<file path="src/rtl/uart_tx_arbiter_pkg.sv">
// Shared definitions for the UART transmit arbiter: FSM state type, requester
// bound, end-of-line byte and an index-width helper.
package uart_tx_arbiter_pkg;

    localparam int unsigned MAX_REQ = 16;
    localparam logic [7:0]  NL_BYTE = 8'h0A;

    typedef enum logic {
        ST_IDLE,
        ST_LOCKED
    } arb_state_e;

    // Index width that stays legal (>= 1 bit) for a single requester.
    function automatic int unsigned idx_width(input int unsigned n);
        return (n > 1) ? $clog2(n) : 1;
    endfunction

endpackage

</file>
<file path="src/rtl/uart_tx_arbiter_if.sv">
// Requester-side and FIFO-side signals of the UART transmit arbiter.
// The arbiter uses the slave view; requesters and the FIFO model use master.
interface uart_tx_arbiter_if #(
    parameter int unsigned NUM_REQ = 4
);
    logic [NUM_REQ-1:0]      req_valid_i;
    logic [NUM_REQ-1:0][7:0] req_data_i;
    logic [NUM_REQ-1:0]      req_last_i;
    logic [NUM_REQ-1:0]      req_ready_o;
    logic                    tx_full_i;
    logic                    tx_we_o;
    logic [7:0]              tx_data_o;
    logic [NUM_REQ-1:0]      grant_o;
    logic                    busy_o;

    modport slave (
        input  req_valid_i, req_data_i, req_last_i, tx_full_i,
        output req_ready_o, tx_we_o, tx_data_o, grant_o, busy_o
    );

    modport master (
        output req_valid_i, req_data_i, req_last_i, tx_full_i,
        input  req_ready_o, tx_we_o, tx_data_o, grant_o, busy_o
    );
endinterface

</file>
<file path="src/rtl/uart_tx_arbiter_rr_arbiter.sv">
// Combinational round-robin pick: first asserted request at or above ptr_i,
// wrapping around, as a one-hot grant plus its index.
module rr_arbiter
    import uart_tx_arbiter_pkg::*;
#(
    parameter  int unsigned NUM_REQ = 4,
    localparam int unsigned IDX_W   = idx_width(NUM_REQ)
) (
    input  logic [NUM_REQ-1:0] req_i,
    input  logic [IDX_W-1:0]   ptr_i,
    output logic [NUM_REQ-1:0] gnt_o,
    output logic [IDX_W-1:0]   idx_o,
    output logic               any_o
);

    always_comb begin
        int unsigned      cand;
        logic [IDX_W-1:0] cidx;
        cand  = 0;
        cidx  = '0;
        gnt_o = '0;
        idx_o = '0;
        any_o = 1'b0;
        for (int unsigned k = 0; k < NUM_REQ; k++) begin
            cand = (32'(ptr_i) + k) % NUM_REQ;
            cidx = IDX_W'(cand);
            if (!any_o && req_i[cidx]) begin
                any_o       = 1'b1;
                gnt_o[cidx] = 1'b1;
                idx_o       = cidx;
            end
        end
    end

endmodule

</file>
<file path="src/rtl/uart_tx_arbiter.sv">
// Message-granular round-robin arbiter sharing the UART TX FIFO write port
// between several byte requesters, with idle-timeout grant revocation.
module uart_tx_arbiter
    import uart_tx_arbiter_pkg::*;
#(
    parameter int unsigned NUM_REQ    = 4,
    parameter int unsigned TIMEOUT    = 1024,
    parameter int unsigned LAST_ON_NL = 1
) (
    input  logic              clk_i,
    input  logic              rst_ni,
    uart_tx_arbiter_if.slave  bus
);

    localparam int unsigned      IDX_W    = idx_width(NUM_REQ);
    localparam int unsigned      CNT_W    = $clog2(TIMEOUT + 1);
    localparam logic [CNT_W-1:0] CNT_LAST = CNT_W'(TIMEOUT - 1);
    localparam logic [IDX_W-1:0] IDX_MAX  = IDX_W'(NUM_REQ - 1);

    arb_state_e         state_q;
    logic [NUM_REQ-1:0] grant_q;
    logic [IDX_W-1:0]   gidx_q;
    logic [IDX_W-1:0]   ptr_q;
    logic [CNT_W-1:0]   cnt_q;

    logic [NUM_REQ-1:0] arb_gnt;
    logic [IDX_W-1:0]   arb_idx;
    logic               arb_any;

    logic               locked;
    logic               valid_g;
    logic               last_g;
    logic [7:0]         data_g;
    logic               transfer;
    logic               eom;
    logic               tmo;
    logic [IDX_W-1:0]   ptr_next;

    rr_arbiter #(
        .NUM_REQ (NUM_REQ)
    ) u_rr_arbiter (
        .req_i (bus.req_valid_i),
        .ptr_i (ptr_q),
        .gnt_o (arb_gnt),
        .idx_o (arb_idx),
        .any_o (arb_any)
    );

    // Reset gates the handshake so nothing is accepted or written on a reset cycle.
    always_comb begin
        locked   = (state_q == ST_LOCKED);
        valid_g  = bus.req_valid_i[gidx_q];
        last_g   = bus.req_last_i[gidx_q];
        data_g   = bus.req_data_i[gidx_q];
        transfer = rst_ni && locked && valid_g && !bus.tx_full_i;
        eom      = transfer && (last_g || ((LAST_ON_NL != 0) && (data_g == NL_BYTE)));
        tmo      = rst_ni && locked && !valid_g && !bus.tx_full_i && (cnt_q == CNT_LAST);
        ptr_next = (gidx_q == IDX_MAX) ? '0 : gidx_q + 1'b1;
    end

    assign bus.req_ready_o = (rst_ni && locked && !bus.tx_full_i) ? grant_q : '0;
    assign bus.tx_we_o     = transfer;
    assign bus.tx_data_o   = locked ? data_g : 8'h00;
    assign bus.grant_o     = grant_q;
    assign bus.busy_o      = locked;

    always_ff @(posedge clk_i) begin
        if (!rst_ni) begin
            state_q <= ST_IDLE;
            grant_q <= '0;
            gidx_q  <= '0;
            ptr_q   <= '0;
            cnt_q   <= '0;
        end else begin
            case (state_q)
                ST_IDLE: begin
                    if (arb_any) begin
                        state_q <= ST_LOCKED;
                        grant_q <= arb_gnt;
                        gidx_q  <= arb_idx;
                        cnt_q   <= '0;
                    end
                end
                ST_LOCKED: begin
                    if (eom || tmo) begin
                        state_q <= ST_IDLE;
                        grant_q <= '0;
                        ptr_q   <= ptr_next;
                        cnt_q   <= '0;
                    end else if (transfer) begin
                        cnt_q <= '0;
                    end else if (!valid_g && !bus.tx_full_i) begin
                        // A full FIFO freezes the idle count so back-pressure never revokes.
                        cnt_q <= cnt_q + 1'b1;
                    end
                end
                default: state_q <= ST_IDLE;
            endcase
        end
    end

endmodule

</file>
<file path="src/flat_wrapper.sv">
// flat-port wrapper written by rule: the top's interface ports become plain ports
module uart_tx_arbiter_flat import uart_tx_arbiter_pkg::*;
#(
    parameter int unsigned NUM_REQ    = 4,
    parameter int unsigned TIMEOUT    = 1024,
    parameter int unsigned LAST_ON_NL = 1
)
  (clk_i, rst_ni, bus_req_valid_i, bus_req_data_i, bus_req_last_i, bus_tx_full_i, bus_req_ready_o, bus_tx_we_o, bus_tx_data_o, bus_grant_o, bus_busy_o);
  uart_tx_arbiter_if #(.NUM_REQ(NUM_REQ)) bus_i ();
  input  logic clk_i;
  input  logic rst_ni;
  input wire logic [$bits(bus_i.req_valid_i)-1:0] bus_req_valid_i;
  input wire logic [$bits(bus_i.req_data_i)-1:0] bus_req_data_i;
  input wire logic [$bits(bus_i.req_last_i)-1:0] bus_req_last_i;
  input wire logic [$bits(bus_i.tx_full_i)-1:0] bus_tx_full_i;
  output wire logic [$bits(bus_i.req_ready_o)-1:0] bus_req_ready_o;
  output wire logic [$bits(bus_i.tx_we_o)-1:0] bus_tx_we_o;
  output wire logic [$bits(bus_i.tx_data_o)-1:0] bus_tx_data_o;
  output wire logic [$bits(bus_i.grant_o)-1:0] bus_grant_o;
  output wire logic [$bits(bus_i.busy_o)-1:0] bus_busy_o;
  assign bus_i.req_valid_i = bus_req_valid_i;
  assign bus_i.req_data_i = bus_req_data_i;
  assign bus_i.req_last_i = bus_req_last_i;
  assign bus_i.tx_full_i = bus_tx_full_i;
  assign bus_req_ready_o = bus_i.req_ready_o;
  assign bus_tx_we_o = bus_i.tx_we_o;
  assign bus_tx_data_o = bus_i.tx_data_o;
  assign bus_grant_o = bus_i.grant_o;
  assign bus_busy_o = bus_i.busy_o;
  uart_tx_arbiter #(.NUM_REQ(NUM_REQ), .TIMEOUT(TIMEOUT), .LAST_ON_NL(LAST_ON_NL)) u_core (.clk_i(clk_i), .rst_ni(rst_ni), .bus(bus_i));
endmodule
</file>
<file path="config.mk">
export PLATFORM = sky130hd
export DESIGN_NAME = uart_tx_arbiter_flat
export DESIGN_NICKNAME = d
export VERILOG_FILES = /design/src/rtl/uart_tx_arbiter_pkg.sv /design/src/rtl/uart_tx_arbiter_if.sv /design/src/rtl/uart_tx_arbiter_rr_arbiter.sv /design/src/rtl/uart_tx_arbiter.sv /design/src/flat_wrapper.sv
export SDC_FILE = /design/constraint.sdc
export NUM_CORES = 1
export LEC_CHECK = 0
export CORE_MARGIN = 3
export CORE_UTILIZATION = 49
export CTS_CLUSTER_SIZE = 24
export DETAILED_ROUTE_END_ITERATION = 8
export GPL_TIMING_DRIVEN = 0
export MAX_ROUTING_LAYER = met4
export PLACE_DENSITY = 0.86
export SETUP_SLACK_MARGIN = 0.15
export SYNTH_ARGS = -nofsm -noshare
export SYNTH_HDL_FRONTEND = slang
export SYNTH_HIERARCHICAL = 1
export SYNTH_SLANG_ARGS = --single-unit
</file>
<file path="constraint.sdc">
create_clock -name clk_i -period 6.73 [get_ports clk_i]
set_clock_uncertainty 0.2 [all_clocks]
set_input_delay 0.673 -clock clk_i [delete_from_list [all_inputs] [get_ports clk_i]]
set_output_delay 0.673 -clock clk_i [all_outputs]
set_load 0.01 [all_outputs]
</file>
==> results.toml <==
[detailed_routing]
viasPerCell = 5.91
drt_iter0_drc = 149
num_vias = 1779
drc = 0
dr.pass1.iters = 4
wirelength_um = 4360
ant_nets = 0
wl_per_cell_um = 14.5

[clock_network]
cts_root_buf = "clkbuf_4"
ctsResizeCount = 0
cts.sink_count = 20
clkLatencyLatePin_ns = 0.30
path_clk_slew_ns = 0.11
cts_made_buffers = 3
cts_hold_buffers = 0
cts_max_path_buffers = 2
cts_setup_buffers = 0
htreeDepth = 1
tritoncts = "done"

[global_routing]
antenna_found_initial = 0
grt_pass1_vias = 1713
grt_pass1_wl_um = 7550
overflow = 0
grtUsageTotal_pct = 22.7
grt_max_degree = 12

[final_layout]
nets = 308
post-route-util_pct = 75.2
syn_to_final_growth_pct = 39.5
drive_gt1_share_pct = 12.8
stdcell_count = 301
antennaDiodeCount = 0

[timing]
min_period_over_period_pct = 51.0
fin_crit_ns = 3.43
tightest_slew_ns = 0.618
maxSlewHeadroom_pct = 58.5
setup_tns_ns = 0
fmax_ghz = 0.292
setup_viol = 0
holdWs_ns = 0.244
finalHoldViolations = 0
rsz0062_at_grt = "no"
drv_slew = 0

[logic_synthesis]
yosys-top-cells-area = "dfxtp_1 23%, mux4_2 16%, nand2_1 5.2%, ha_1 5.1%, and2_1 4.7%"
synth_top_area_cell = "dfxtp_1"
synth_warnings = 6
avgSynthCellArea_sq_um = 8.90
synth_area_sq_mm = 0.00173
synth.distinct_cells = 41
synth-edff-count = 0
synth_top_area_share_pct = 23.2
syn_nets = 244
async_flop_share_pct = 0
synthCells = 194
synthFlopType = "dfxtp_1"
ys_seq_area_share_pct = 23.2
synth_seq_cells = 20

[critical_path]
worstSetupEndpointType = "register"
start_kind = "register"
rr_worst_depth = 12
critPathKind = "reg -> reg"
arrival_ns = 3.46
r2r-start = "u_core/ptr_q[1]"
cp-startpoint = "u_core/ptr_q[1]"
critPathMaxFanout = 10
required_ns = 6.76

[placement]
dpl.cell_count = 297
gp_congestion = 0.874
portBuffers = 59
hpwlAfterDp_um = 3550

[floorplan]
core_area_sq_mm = 0.00320
fp.dieH_um = 65.4
num_rows = 20
die_x_um = 65.4
start_util_pct = 53.9
io_pins = 61
dieArea_sq_mm = 0.00427

[power_and_ir_drop]
p_per_area_mw_per_mm2 = 133
ir_drop_mv = 0.0749
p_total_mw = 0.320
power_leakage_nw = 0.814

[hold_path]
hold_depth = 2
holdCritPathClass = "reg -> reg"
hp-start = "u_core/cnt_q[10]"

[run_status]
outcome = "completed"

[run]
maxCapViolCount = 0
## worst paths after layout
check | endpoint | slack (ns)
hold reg to reg | u_core/cnt_q[10] | 0.24
setup reg to reg | u_core/cnt_q[5] | 3.30
setup / recovery | u_core/cnt_q[5] | 3.30
hold / removal | u_core/cnt_q[10] | 0.24
## Yosys cell counts, types with 2 or more instances
| cell type | n |
|---|---|
| buf_6 | 3 |
| and2_1 | 13 |
| nand3_1 | 6 |
| o21ai_0 | 10 |
| a21oi_1 | 12 |
| o22ai_1 | 7 |
| mux4_2 | 12 |
| nand2_1 | 24 |
| nor3_1 | 3 |
| inv_1 | 9 |
| a22oi_1 | 8 |
| buf_2 | 2 |
| nor4b_2 | 2 |
| ha_1 | 7 |
| or3_1 | 4 |
| nor2_1 | 9 |
| a31oi_1 | 2 |
| or4_1 | 4 |
| mux2_2 | 3 |
| o21ai_1 | 3 |
| nand2b_1 | 3 |
| mux4_1 | 2 |
| mux2i_1 | 4 |
| dfxtp_1 | 20 |
| clkbuf_1 | 6 |
## flip-flops by register name (all words and copies together), names as in the netlist
register,count
u_core/ptr_q,2
u_core/cnt_q,11
u_core/bus.busy_o,1
u_core/gidx_q,2
u_core/bus.grant_o,4
## per-layer routing
layer | up-vias | track usage (%) | share of wire [%]
met4 | 0 | 4.66 | 0.85
met1 | 816 | 27.7 | 41
met5 | - | - | 0
li1 | 865 | - | -
met3 | 7 | 5.98 | 9.4
met2 | 91 | 37.8 | 49
## worst max-delay path: stages (launching register included)
cell and delay, ns:
dfxtp_1 0.53, inv_1 0.17, ha_1 0.39, mux4_2 0.32, buf_6 0.16, nor3_1 0.27, nand2b_1 0.11, nand2b_1 0.08
clkbuf_1 0.32, inv_1 0.09, nor2_1 0.45, a21oi_1 0.09, o22ai_1 0.18
## where the power goes
group	switching, mW	internal [mW]	total [mW]
registers	0.00379	0.122	0.126
clock network	0.0361	0.0330	0.0691
logic	0.0540	0.0705	0.125
## placed cells by master, fill, tap and decap left out, types with 8 or more instances in the layout
cell type | netlist | layout
dfxtp_1 | 20 | 20
nand2_1 | 24 | 24
a21oi_1 | 12 | 12
o21ai_0 | 10 | 10
a22oi_1 | 8 | 8
clkdlybuf4s50_1 | 0 | 59
mux4_2 | 12 | 12
and2_1 | 13 | 13
inv_1 | 9 | 9
nor2_1 | 9 | 9
## cell families after synthesis
logic type,synth area share (%)
buf+inv,6.01
mux,23.0
compound gates,18.3
simple gates,24.5
fa+ha+maj,5.07
flops,23.2
## per-stage QoR
| stage | setup slack (ns) | instance area (sq um) |
|---|---|---|
| after detailed placement | 3.09 | 2370 |
| after floorplan | 3.75 | 1730 |
| after CTS | 3.36 | 2410 |
| after global routing | 2.89 | 2410 |
| final | 3.30 | 2410 |
| after global placement | 3.12 | 2370 |
## final cells by class
class,count,area (sq um)
Buffer,11,66.3
Clock buffer,4,36.3
Fill cell,263,795
Inverter,10,37.5
Multi-Input combinational cell,153,1220
Sequential cell,20,400
Tap cell,44,55.1
Timing Repair Buffer,59,591
(Power assumes the default switching activity.)
